$ cat config.mk
export PLATFORM = sky130hd
export DESIGN_NAME = pipe_stage_chain
export DESIGN_NICKNAME = d
export VERILOG_FILES = /design/src/rtl/pipe_stage_chain.sv
export SDC_FILE = /design/constraint.sdc
export NUM_CORES = 1
export LEC_CHECK = 0
export BUFFER_PORTS_ARGS = -buffer_cell sky130_fd_sc_hd__clkbuf_2
export CORE_MARGIN = 1
export CORE_UTILIZATION = 59
export CTS_BUF_LIST = sky130_fd_sc_hd__clkbuf_4 sky130_fd_sc_hd__clkbuf_8
export CTS_CLUSTER_DIAMETER = 200
export DETAILED_ROUTE_END_ITERATION = 8
export GPL_TIMING_DRIVEN = 0
export MAX_ROUTING_LAYER = met4
export PLACE_DENSITY = 0.91
export SYNTH_ARGS = -nofsm -noshare
export SYNTH_HDL_FRONTEND = slang
export SYNTH_SLANG_ARGS = --single-unit
$ cat constraint.sdc
create_clock -name clk -period 3.33 [get_ports clk]
set_clock_uncertainty 0.1 [all_clocks]
set_input_delay 0.1665 -clock clk [delete_from_list [all_inputs] [get_ports clk]]
set_output_delay 0.1665 -clock clk [all_outputs]
set_load 0.02 [all_outputs]
$ cat src/rtl/pipe_stage_chain.sv
// Valid/ready register chain of STAGES slots with global stall, per-stage flush
// and either bubble-collapsing (COLLAPSE=1) or lockstep (COLLAPSE=0) advance.
module pipe_stage_chain #(
    parameter int DATA_W   = 32,
    parameter int STAGES   = 2,
    parameter int COLLAPSE = 1
) (
    input  logic                       clk,
    input  logic                       rst_n,
    input  logic                       in_valid,
    input  logic [DATA_W-1:0]          in_data,
    output logic                       in_ready,
    output logic                       out_valid,
    output logic [DATA_W-1:0]          out_data,
    input  logic                       out_ready,
    input  logic                       stall,
    input  logic [STAGES-1:0]          flush,
    output logic [$clog2(STAGES+1)-1:0] occupancy
);

    localparam int OCC_W = $clog2(STAGES+1);

    logic [STAGES-1:0]   valid;
    logic [STAGES-1:0]   valid_nxt;
    logic [STAGES-1:0]   adv;
    logic [STAGES:0]     src_valid;
    logic [DATA_W-1:0]   data     [STAGES];
    logic [DATA_W-1:0]   src_data [STAGES+1];
    logic [OCC_W-1:0]    occ_q;
    logic [OCC_W-1:0]    occ_nxt;

    // Advance enables are resolved from the output side back toward the input,
    // carrying the downstream enable in a scalar to avoid a self-referencing vector.
    always_comb begin
        logic adv_top;
        logic chain;
        adv     = '0;
        adv_top = ~stall & (~valid[STAGES-1] | out_ready);
        chain   = adv_top;
        adv[STAGES-1] = adv_top;
        for (int unsigned i = 1; i < STAGES; i++) begin
            if (COLLAPSE != 0) begin
                chain = ~stall & (~valid[STAGES-1-i] | chain);
            end else begin
                chain = adv_top;
            end
            adv[STAGES-1-i] = chain;
        end
    end

    // Source of stage k is entry k of these: upstream port for k=0, stage k-1 otherwise.
    always_comb begin
        src_valid   = {valid, in_valid};
        src_data[0] = in_data;
        for (int unsigned k = 0; k < STAGES; k++) begin
            src_data[k+1] = data[k];
        end
    end

    always_comb begin
        valid_nxt = valid;
        occ_nxt   = '0;
        for (int unsigned k = 0; k < STAGES; k++) begin
            if (flush[k]) begin
                valid_nxt[k] = 1'b0;
            end else if (adv[k]) begin
                valid_nxt[k] = src_valid[k];
            end
            occ_nxt = occ_nxt + OCC_W'(valid_nxt[k]);
        end
    end

    always_ff @(posedge clk or negedge rst_n) begin
        if (!rst_n) begin
            valid <= '0;
            occ_q <= '0;
            for (int unsigned k = 0; k < STAGES; k++) begin
                data[k] <= '0;
            end
        end else begin
            valid <= valid_nxt;
            occ_q <= occ_nxt;
            for (int unsigned k = 0; k < STAGES; k++) begin
                if (adv[k] && src_valid[k]) begin
                    data[k] <= src_data[k];
                end
            end
        end
    end

    assign in_ready  = adv[0];
    assign out_valid = valid[STAGES-1] & ~stall;
    assign out_data  = data[STAGES-1];
    assign occupancy = occ_q;

endmodule

==> results of run 1 <==
==> through the flow <==
stage	setup WS [ns]	util	hold WS [ns]	cell area [µm²]	instances
final	1.83	0.835	0.0239	4000	373
after global routing	1.77	0.835	0.0122	4000	373
after CTS	1.82	0.835	0.00916	4000	373
after detailed placement	1.82	0.718	0.243	3440	324
after global placement	1.57	0.718	0.241	3440	324
after floorplan	1.92	-	-0.229	2980	183
==> sequential cells by signal, summed over array words and instances, names as in the netlist <==
| name | count |
|---|---|
| occupancy | 2 |
| valid | 2 |
| data | 32 |
| out_data | 32 |
==> critical path, stage by stage, from the launching register on <==
cell and delay [ns]:
dfrtp_1 0.39, nor2b_4 0.15, nor2_4 0.20, buf_6 0.19
mux2_2 0.34
==> worst max path at each step <==
stage / to / slack [ns] / cells past startpoint
2_1_floorplan: data[32] / 1.92 / 4
3_3_place_gp: out_data[15] / 1.57 / 1
3_5_place_dp: out_data[9] / 1.82 / 4
4_1_cts: out_data[7] / 1.82 / 4
6_report: out_data[7] / 1.83 / 4
5_1_grt: out_data[4] / 1.77 / 4
==> kinds of logic (layout without fill, tap and decap cells) <==
family,after synthesis,after routing,share of synthesized area
multiplexers,64,64,0.279
buffers and inverters,39,162,0.113
flip-flops,68,68,0.571
adder cells (fa/ha/maj),1,1,0.00420
AO/OA/AOI/OAI,6,6,0.0134
AND/OR/NAND/NOR,5,5,0.0189
==> layer usage <==
metal  track usage  share of wire  vias to the layer above
met5             -              0                        -
met4        0.0850          0.017                        0
met3        0.0801          0.044                       10
met2         0.374           0.51                       48
met1         0.280           0.43                      884
li1              -              -                      830
==> where the power goes <==
| part | switching [µW] | internal [µW] |
|---|---|---|
| logic | 360 | 466 |
| clock network | 284 | 420 |
| registers | 102 | 1020 |
| total | 746 | 1900 |
==> layout by cell type (no fill, tap or decap), drive strengths merged <==
| master | instances |
|---|---|
| mux2 | 64 |
| inv | 1 |
| and2b | 1 |
| ha | 1 |
| clkbuf | 87 |
| bufinv | 1 |
| a21o | 1 |
| dlygate4sd3 | 35 |
| nor2b | 1 |
| o21ai | 2 |
| a21oi | 3 |
| buf | 38 |
| nor2 | 1 |
| dfrtp | 68 |
| nand2b | 2 |
==> final cells by class <==
class | instances | area share
plain buffers | 38 | 0.0836
clock buffers | 13 | 0.0448
clock inverters | 1 | 0.00751
inverters | 1 | 0.000939
multi-input cells | 76 | 0.236
flip-flops and latches | 68 | 0.426
well taps | 67 | 0.0210
repair buffers | 109 | 0.181
==> reports/metrics.cfg, run 1 <==
[clock_tree]
cts_setup_buffers=0
cts_buffers=9
htree_levels=3
cts.repair.resized=0
worstSkewPairLatency_ns=0.33
cts.path.max_buffers=2
clk_pin_slew_ns=0.06
hold_buffers=35
clock_sinks=68
cts-root-buf=clkbuf_8
cts_tree=yes

[sta]
worst_pin_slew_ns=0.896
max_freq_ghz=0.668
fin_crit_ns=1.50
finalSetupViolCount=0
finalCritPeriodShare=0.450
slew_headroom=0.402
final_max_slew_viol_count=0
hold_violations=0
setup-tns-final_ns=0
rsz0062_at_grt=no

[synth]
yosysTopAreaCell=dfrtp_1
netlist_top_cells_area=dfrtp_1 (57%), mux2_4 (15%), mux2_2 (12%), buf_4 (8.1%), buf_12 (2.0%)
yosysWarnings=0
synth_common_cells=dfrtp_1 (68), buf_4 (32), mux2_2 (32)
ys_ff_latch=68
synth_ff_type=dfrtp_1
synth_cell_types=17
synth.most_common_cell=dfrtp_1
synth_top_area_share=0.571
netlist_instances=183
synth_area_um2=2980
syn_area_per_cell_um2=16.3
synth-async-reset-ratio=1.00
syn-num-nets=223
synth-edff-count=0
ys_seq_area_frac=0.571

[placement]
io_buffers=74
routabilityCongestion=0.715
hpwl_um=3400

[global_route]
grt.total_usage=0.236
antenna_found_initial=0
grt_pass1_vias=1923
grt_max_degree=69
grt-ovfl-total=0
grt_pass1_wl_um=8890

[critical_path]
crit_arrival_ns=1.61
critPathKind=register to register
cp-start-kind=register
rr_worst_depth=4
timing.rr.start=valid[1]
reg2reg_to=out_data[7]
rrSetupSlack_ns=1.83
path_max_fanout=10
end_kind=register
required_ns=3.44
crit_start=valid[1]

[min_path]
hold_end=valid[0]
min_path_cells=3
hp-start=in_valid
holdCritPathClass=input pin to register

[cells_and_area]
syn_to_final_growth_pct=34.1
drive_above_1_share=0.634
multi_input_area_um2=942
seq_area_um2=1700
fillers=271
diodes=0
nNetsFinal=343

[power_and_ir_drop]
total_leakage_power_uw=0.00203
peakVddDrop_mv=0.415
pwr_density_cell_nw_per_um2=662
finalPower_uw=2650

[die]
die_x_um=73.1
dieArea_um2=5340
initial_core_util=0.623
ios=75
core-area_um2=4790
num_rows=25
die-height_um=73.1

[routing]
wire_per_inst_um=14.6
via_per_inst=4.75
final_antenna_net_count=0
drt_wl_total_um=5460
drtIter0Drc=84
routed-via-count=1772
first_pass_iters=4
drc_errors=0

[status]
status=finished, final reports clean

[job]
cap_violations=0

Power figures use the tool's default switching activity.
==> run 2, diff against run 1 <==
CORE_UTILIZATION = 49   (was 59)
PLACE_DENSITY = 0.81   (was 0.91)
clock period = 1.3 ns   (was 3.33 ns; I/O delays follow)
==> run 2 against run 1 <==
  * The flow now finishes with violations (setup timing)
  * Power grew to 2.6 times the previous value
  * Clock power grew 140%
  * Worst hold slack gained 0.023 ns
  * Sequential power grew to 2.6 times the previous value
  * Global-route usage shrank 4.0 points
  * Critical path depth grew 1
  * Non-clock buffer count grew 11
  * Die area grew 20%
  * Via count shrank 0.62%
  * Setup slack lost 2.0 ns
  * Critical endpoint is now out_data[20]
  * Highest routed layer unchanged
==> reports/metrics.cfg, run 2 (same netlist as run 1, synthesis figures left out) <==
[sta]
max_freq_ghz=0.677
rsz0062_at_grt=yes
slew_headroom=0.445
hold_violations=0
finalCritPeriodShare=1.14
final_max_slew_viol_count=0
timing.final.ws_setup_ns=-0.176
finalSetupViolCount=66
worst_pin_slew_ns=0.832
fin_crit_ns=1.48

[global_route]
grt_pass1_vias=1824
grt-ovfl-total=0
antenna_found_initial=0
grt_pass1_wl_um=8760
grt.total_usage=0.195
grt_max_degree=69

[routing]
first_pass_iters=3
via_per_inst=4.47
drc_errors=0
wire_per_inst_um=13.9
drt_wl_total_um=5470
drtIter0Drc=28
final_antenna_net_count=0
routed-via-count=1761

[status]
status=finished, violations left
violations=setup timing

[critical_path]
critPathKind=register to register
crit_arrival_ns=1.60
cpPeakStageDelay_ns=0.39
path_cells=nor2b_4, nor2_4, buf_6, clkbuf_16, mux2_4
required_ns=1.43
timing.rr.start=valid[1]
cp_slowest_cell=dfrtp_1
cp-start-kind=register
crit_family=flip-flops
reg2reg_to=out_data[20]
end_kind=register
worst-path-buf-inv=2
path_max_fanout=5
rrSetupSlack_ns=-0.18
rr_worst_depth=5

[clock_tree]
cts_tree=yes
cts.path.max_buffers=2
clk_pin_slew_ns=0.08
htree_levels=3
worstSkewPairLatency_ns=0.32
cts_buffers=9
cts-root-buf=clkbuf_8
clock_sinks=68

[cells_and_area]
drive_above_1_share=0.658
final_common_cell=clkbuf_2
nNetsFinal=354
final_cell_mix=clkbuf_2 (72), dfrtp_1 (67), mux2_4 (61), buf_4 (39), dlygate4sd3_1 (35)
fillers=400
final_core_util=0.726
fin_area_um2=4270
diodes=0
syn_to_final_growth_pct=43.3

[placement]
io_buffers=74
place_area_um2=3560
hpwl_um=3210
routabilityCongestion=0.711
dp_worst_setup_slack_ns=-0.218

[power_and_ir_drop]
p_int_uw=4940
total_leakage_power_uw=0.00220
p_switching_uw=1960
pwr_density_cell_nw_per_um2=1620
p_sw_frac=0.285
p_clk_frac=0.249
pwr-share-comb=0.334
power_frac_seq=0.417
peakVddDrop_mv=0.936

[die]
die_x_um=80.0
core-area_um2=5890
die-height_um=80.0
ios=75
initial_core_util=0.507
num_rows=28
dieArea_um2=6400

[min_path]
min_path_cells=3
holdCritPathClass=input pin to register
hold_end=valid[1]
hp-start=stall

[job]
cap_violations=0

[run 2: worst register-to-register path: cells and delay by family, from the launching register on]
| family | cells | cell delay, ns |
|---|---|---|
| and+or+nand+nor | 2 | 0.29 |
| DFF | 1 | 0.39 |
| buffers and inverters | 2 | 0.31 |
| muxes | 1 | 0.29 |
[run 2: final cells by class]
type / instances / area, µm² / share of cell area
sequential: 68 / 1700 / 0.399
tap: 75 / 93.8 / 0.0220
inverter: 1 / 3.75 / 0.000878
buffer: 37 / 335 / 0.0785
clock inverter: 6 / 63.8 / 0.0149
multi-input combinational: 76 / 1060 / 0.249
timing repair buffer: 121 / 872 / 0.204
clock buffer: 10 / 138 / 0.0322
[run 2: how the worst max path moves through the flow]
stage                     startpoint      endpoint  slack, ns  cells past startpoint
final                       valid[1]  out_data[20]      -0.18                      5
after global routing        valid[1]      data[56]      -0.23                      4
after CTS                   valid[1]   out_data[4]      -0.18                      5
after detailed placement    valid[0]  out_data[28]      -0.22                      4
after global placement         rst_n      data[35]      -0.39                      1
after floorplan             valid[1]      data[32]      -0.09                      4
[run 2: metal layers]
metal / global-route usage / up-vias / part of all wire
met3: 0.0343 / 12 / 0.026
met2: 0.310 / 48 / 0.49
li1: - / 862 / -
met4: 0.113 / 0 / 0.024
met5: - / - / 0
met1: 0.235 / 839 / 0.46
[run 2: what timing repair did]
item / CTS / global route
setup endpoints to repair: 66 / 94
buffers inserted: 11 / 0
gates resized for setup: 15 / 4
gates cloned: 1 / 1
endpoints found under the hold margin: 102 / 0
pin swaps: 3 / 1
hold buffers: 35 / 0
[run 2: through the flow]
step                setup TNS [ns]  total power [µW]  instances  hold slack (ns)
detailed placement          -10.28              5090        332            0.145
floorplan                    -4.59              4530        183           -0.331
global route                -12.99              7280        394           0.0615
finish                       -9.54              6900        394           0.0470
CTS                         -10.20              6970        394           0.0272
global placement            -35.39              5040        332            0.139
[run 2: power groups by stage]
| stage | Combinational (µW) | Sequential (µW) | Clock [µW] |
|---|---|---|---|
| after global placement | 2140 | 2900 | 0 |
| after global routing | 2470 | 2950 | 1860 |
| after detailed placement | 2180 | 2910 | 0 |
| after floorplan | 1700 | 2830 | 0 |
| final | 2310 | 2880 | 1720 |
| after CTS | 2320 | 2880 | 1770 |
==> run 3, diff against run 2 <==
CORE_UTILIZATION = 47   (was 49)
CTS_BUF_LIST = default   (was sky130_fd_sc_hd__clkbuf_4 sky130_fd_sc_hd__clkbuf_8)
PLACE_DENSITY = 0.79   (was 0.81)
==> run 3 against run 2 <==
  * The run still ends with setup timing left
  * Final area rose by 1.9%
  * Critical endpoint is now data[59]
  * Worst hold slack improved by 0.025 ns
  * Sequential cell count unchanged
  * Sequential power barely moved
  * Power increased by 6.1%
  * Die area rose by 4.2%
  * Critical path type unchanged
  * Sequential share of layout area decreased by 0.76 points
  * Wire length increased by 9.4%
  * Global-route usage about the same
  * Maximum frequency down 0.84%
==> reports/metrics.cfg, run 3 (same netlist as run 1, synthesis figures left out) <==
[cells_and_area]
final_cell_mix=clkbuf_2 (71), dfrtp_1 (67), mux2_4 (64), buf_4 (38), dlygate4sd3_1 (36)
diodes=0
final_common_cell=clkbuf_2
fillers=405
drive_above_1_share=0.660
nNetsFinal=356
syn_to_final_growth_pct=46.1

[clock_tree]
clock_sinks=68
worstSkewPairLatency_ns=0.34
clk_pin_slew_ns=0.07
cts-root-buf=clkbuf_8
htree_levels=3
cts_tree=yes
cts.path.max_buffers=2
cts_buffers=9

[critical_path]
rrSetupSlack_ns=-0.19
required_ns=1.42
path_cells=nor2b_4, a21o_4, buf_12, mux2_4
crit_start=valid[1]
path_max_fanout=10
rr_worst_depth=4
cp_slowest_cell=dfrtp_1
cp-start-kind=register
cpPeakStageDelay_ns=0.35
end_kind=register
critPathKind=register to register
reg2reg_to=data[59]
timing.rr.start=valid[1]
crit_arrival_ns=1.61

[die]
initial_core_util=0.495
die_x_um=81.7
die-height_um=81.7
num_rows=28
ios=75
core-area_um2=6030
dieArea_um2=6670

[sta]
finalSetupViolCount=68
timing.final.ws_setup_ns=-0.189
fin_hold_ws_ns=0.0723
worst_pin_slew_ns=0.843
slew_headroom=0.438
rsz0062_at_grt=yes
finalCritPeriodShare=1.15
final_max_slew_viol_count=0
hold_violations=0
fin_crit_ns=1.49
max_freq_ghz=0.672

[placement]
hpwl_um=3520
routabilityCongestion=0.677
io_buffers=74
dp_worst_setup_slack_ns=-0.244

[power_and_ir_drop]
peakVddDrop_mv=0.994
pwr_density_cell_nw_per_um2=1680
total_leakage_power_uw=0.00224

[global_route]
grt_pass1_wl_um=9140
grt-ovfl-total=0
antenna_found_initial=0
grt_pass1_vias=1852
grt_max_degree=69
grt.total_usage=0.195

[routing]
via_per_inst=4.59
wire_per_inst_um=15.1
first_pass_iters=4
drt_wl_total_um=5980
routed-via-count=1816
final_antenna_net_count=0
drc_errors=0
drtIter0Drc=64

[min_path]
hold_end=valid[1]
hp-start=stall
holdCritPathClass=input pin to register
min_path_cells=3

[status]
violations=setup timing
status=finished, violations left

[job]
cap_violations=0

run 3: cell count changes in the layout (fill, tap and decap cells not counted):
cell / before / now
a21oi_1: 3 / 2
buf_12: 4 / 5
mux2_4: 61 / 64
a21oi_2: 0 / 1
buf_6: 5 / 6
bufinv_16: 1 / 3
dlygate4sd3_1: 35 / 36
buf_8: 1 / 2
buf_4: 39 / 38
clkinv_4: 1 / 0
clkbuf_2: 72 / 71
mux2_2: 3 / 0
buf_16: 1 / 0
run 3: what timing repair did:
item                                    in CTS  in global routing
hold buffers                                36                  0
resized for setup                           14                 13
setup buffers                                7                  4
hold endpoints to repair                   103                  0
pin swaps                                    2                  3
endpoints found under the setup margin      66                130
gates cloned                                 1                  1
run 3: per-stage QoR:
stage,total power [µW],setup TNS (ns),util,cells,area [µm²]
final,7320,-10.25,0.723,396,4360
after global routing,7680,-13.22,0.723,396,4360
after CTS,7350,-10.58,0.712,392,4290
after detailed placement,5130,-11.18,0.591,332,3560
after global placement,5040,-34.72,0.590,332,3560
after floorplan,4530,-4.59,-,183,3090
run 3: layer usage:
| layer | GRT usage | vias up | share of wire |
|---|---|---|---|
| li1 | - | 860 | - |
| met1 | 0.233 | 904 | 0.43 |
| met2 | 0.326 | 45 | 0.53 |
| met3 | 0.0367 | 7 | 0.029 |
| met4 | 0.0789 | 0 | 0.013 |
| met5 | - | - | 0 |
run 3: cell type report:
cell class                      count  area, µm²  share of cell area
Buffer                             38        355              0.0816
Clock buffer                        9        124              0.0284
Clock inverter                      7        115              0.0264
Inverter                            1       3.75            0.000862
Multi-Input combinational cell     76       1080               0.248
Sequential cell                    68       1700               0.391
Tap cell                           75       93.8              0.0215
Timing Repair Buffer              122        882               0.203
run 3: worst max-delay path: cells and delay by family, from the launching register on:
kind            cells  cell delay, ns
mux                 1            0.31
buf+inv             1            0.17
simple gates        1            0.21
flops               1            0.35
compound gates      1            0.22
run 3: how the worst max path moves through the flow:
stage / end / slack, ns / cells past startpoint
after floorplan: data[32] / -0.09 / 4
after global placement: out_data[15] / -0.37 / 1
after detailed placement: out_data[30] / -0.24 / 4
after CTS: out_data[26] / -0.22 / 5
after global routing: occupancy[0] / -0.23 / 5
final: data[59] / -0.19 / 4
run 3: report_power, final:
group / internal (µW) / switching, µW
Sequential: 2600 / 306
Clock: 1270 / 794
Combinational: 1420 / 931
Total: 5290 / 2030
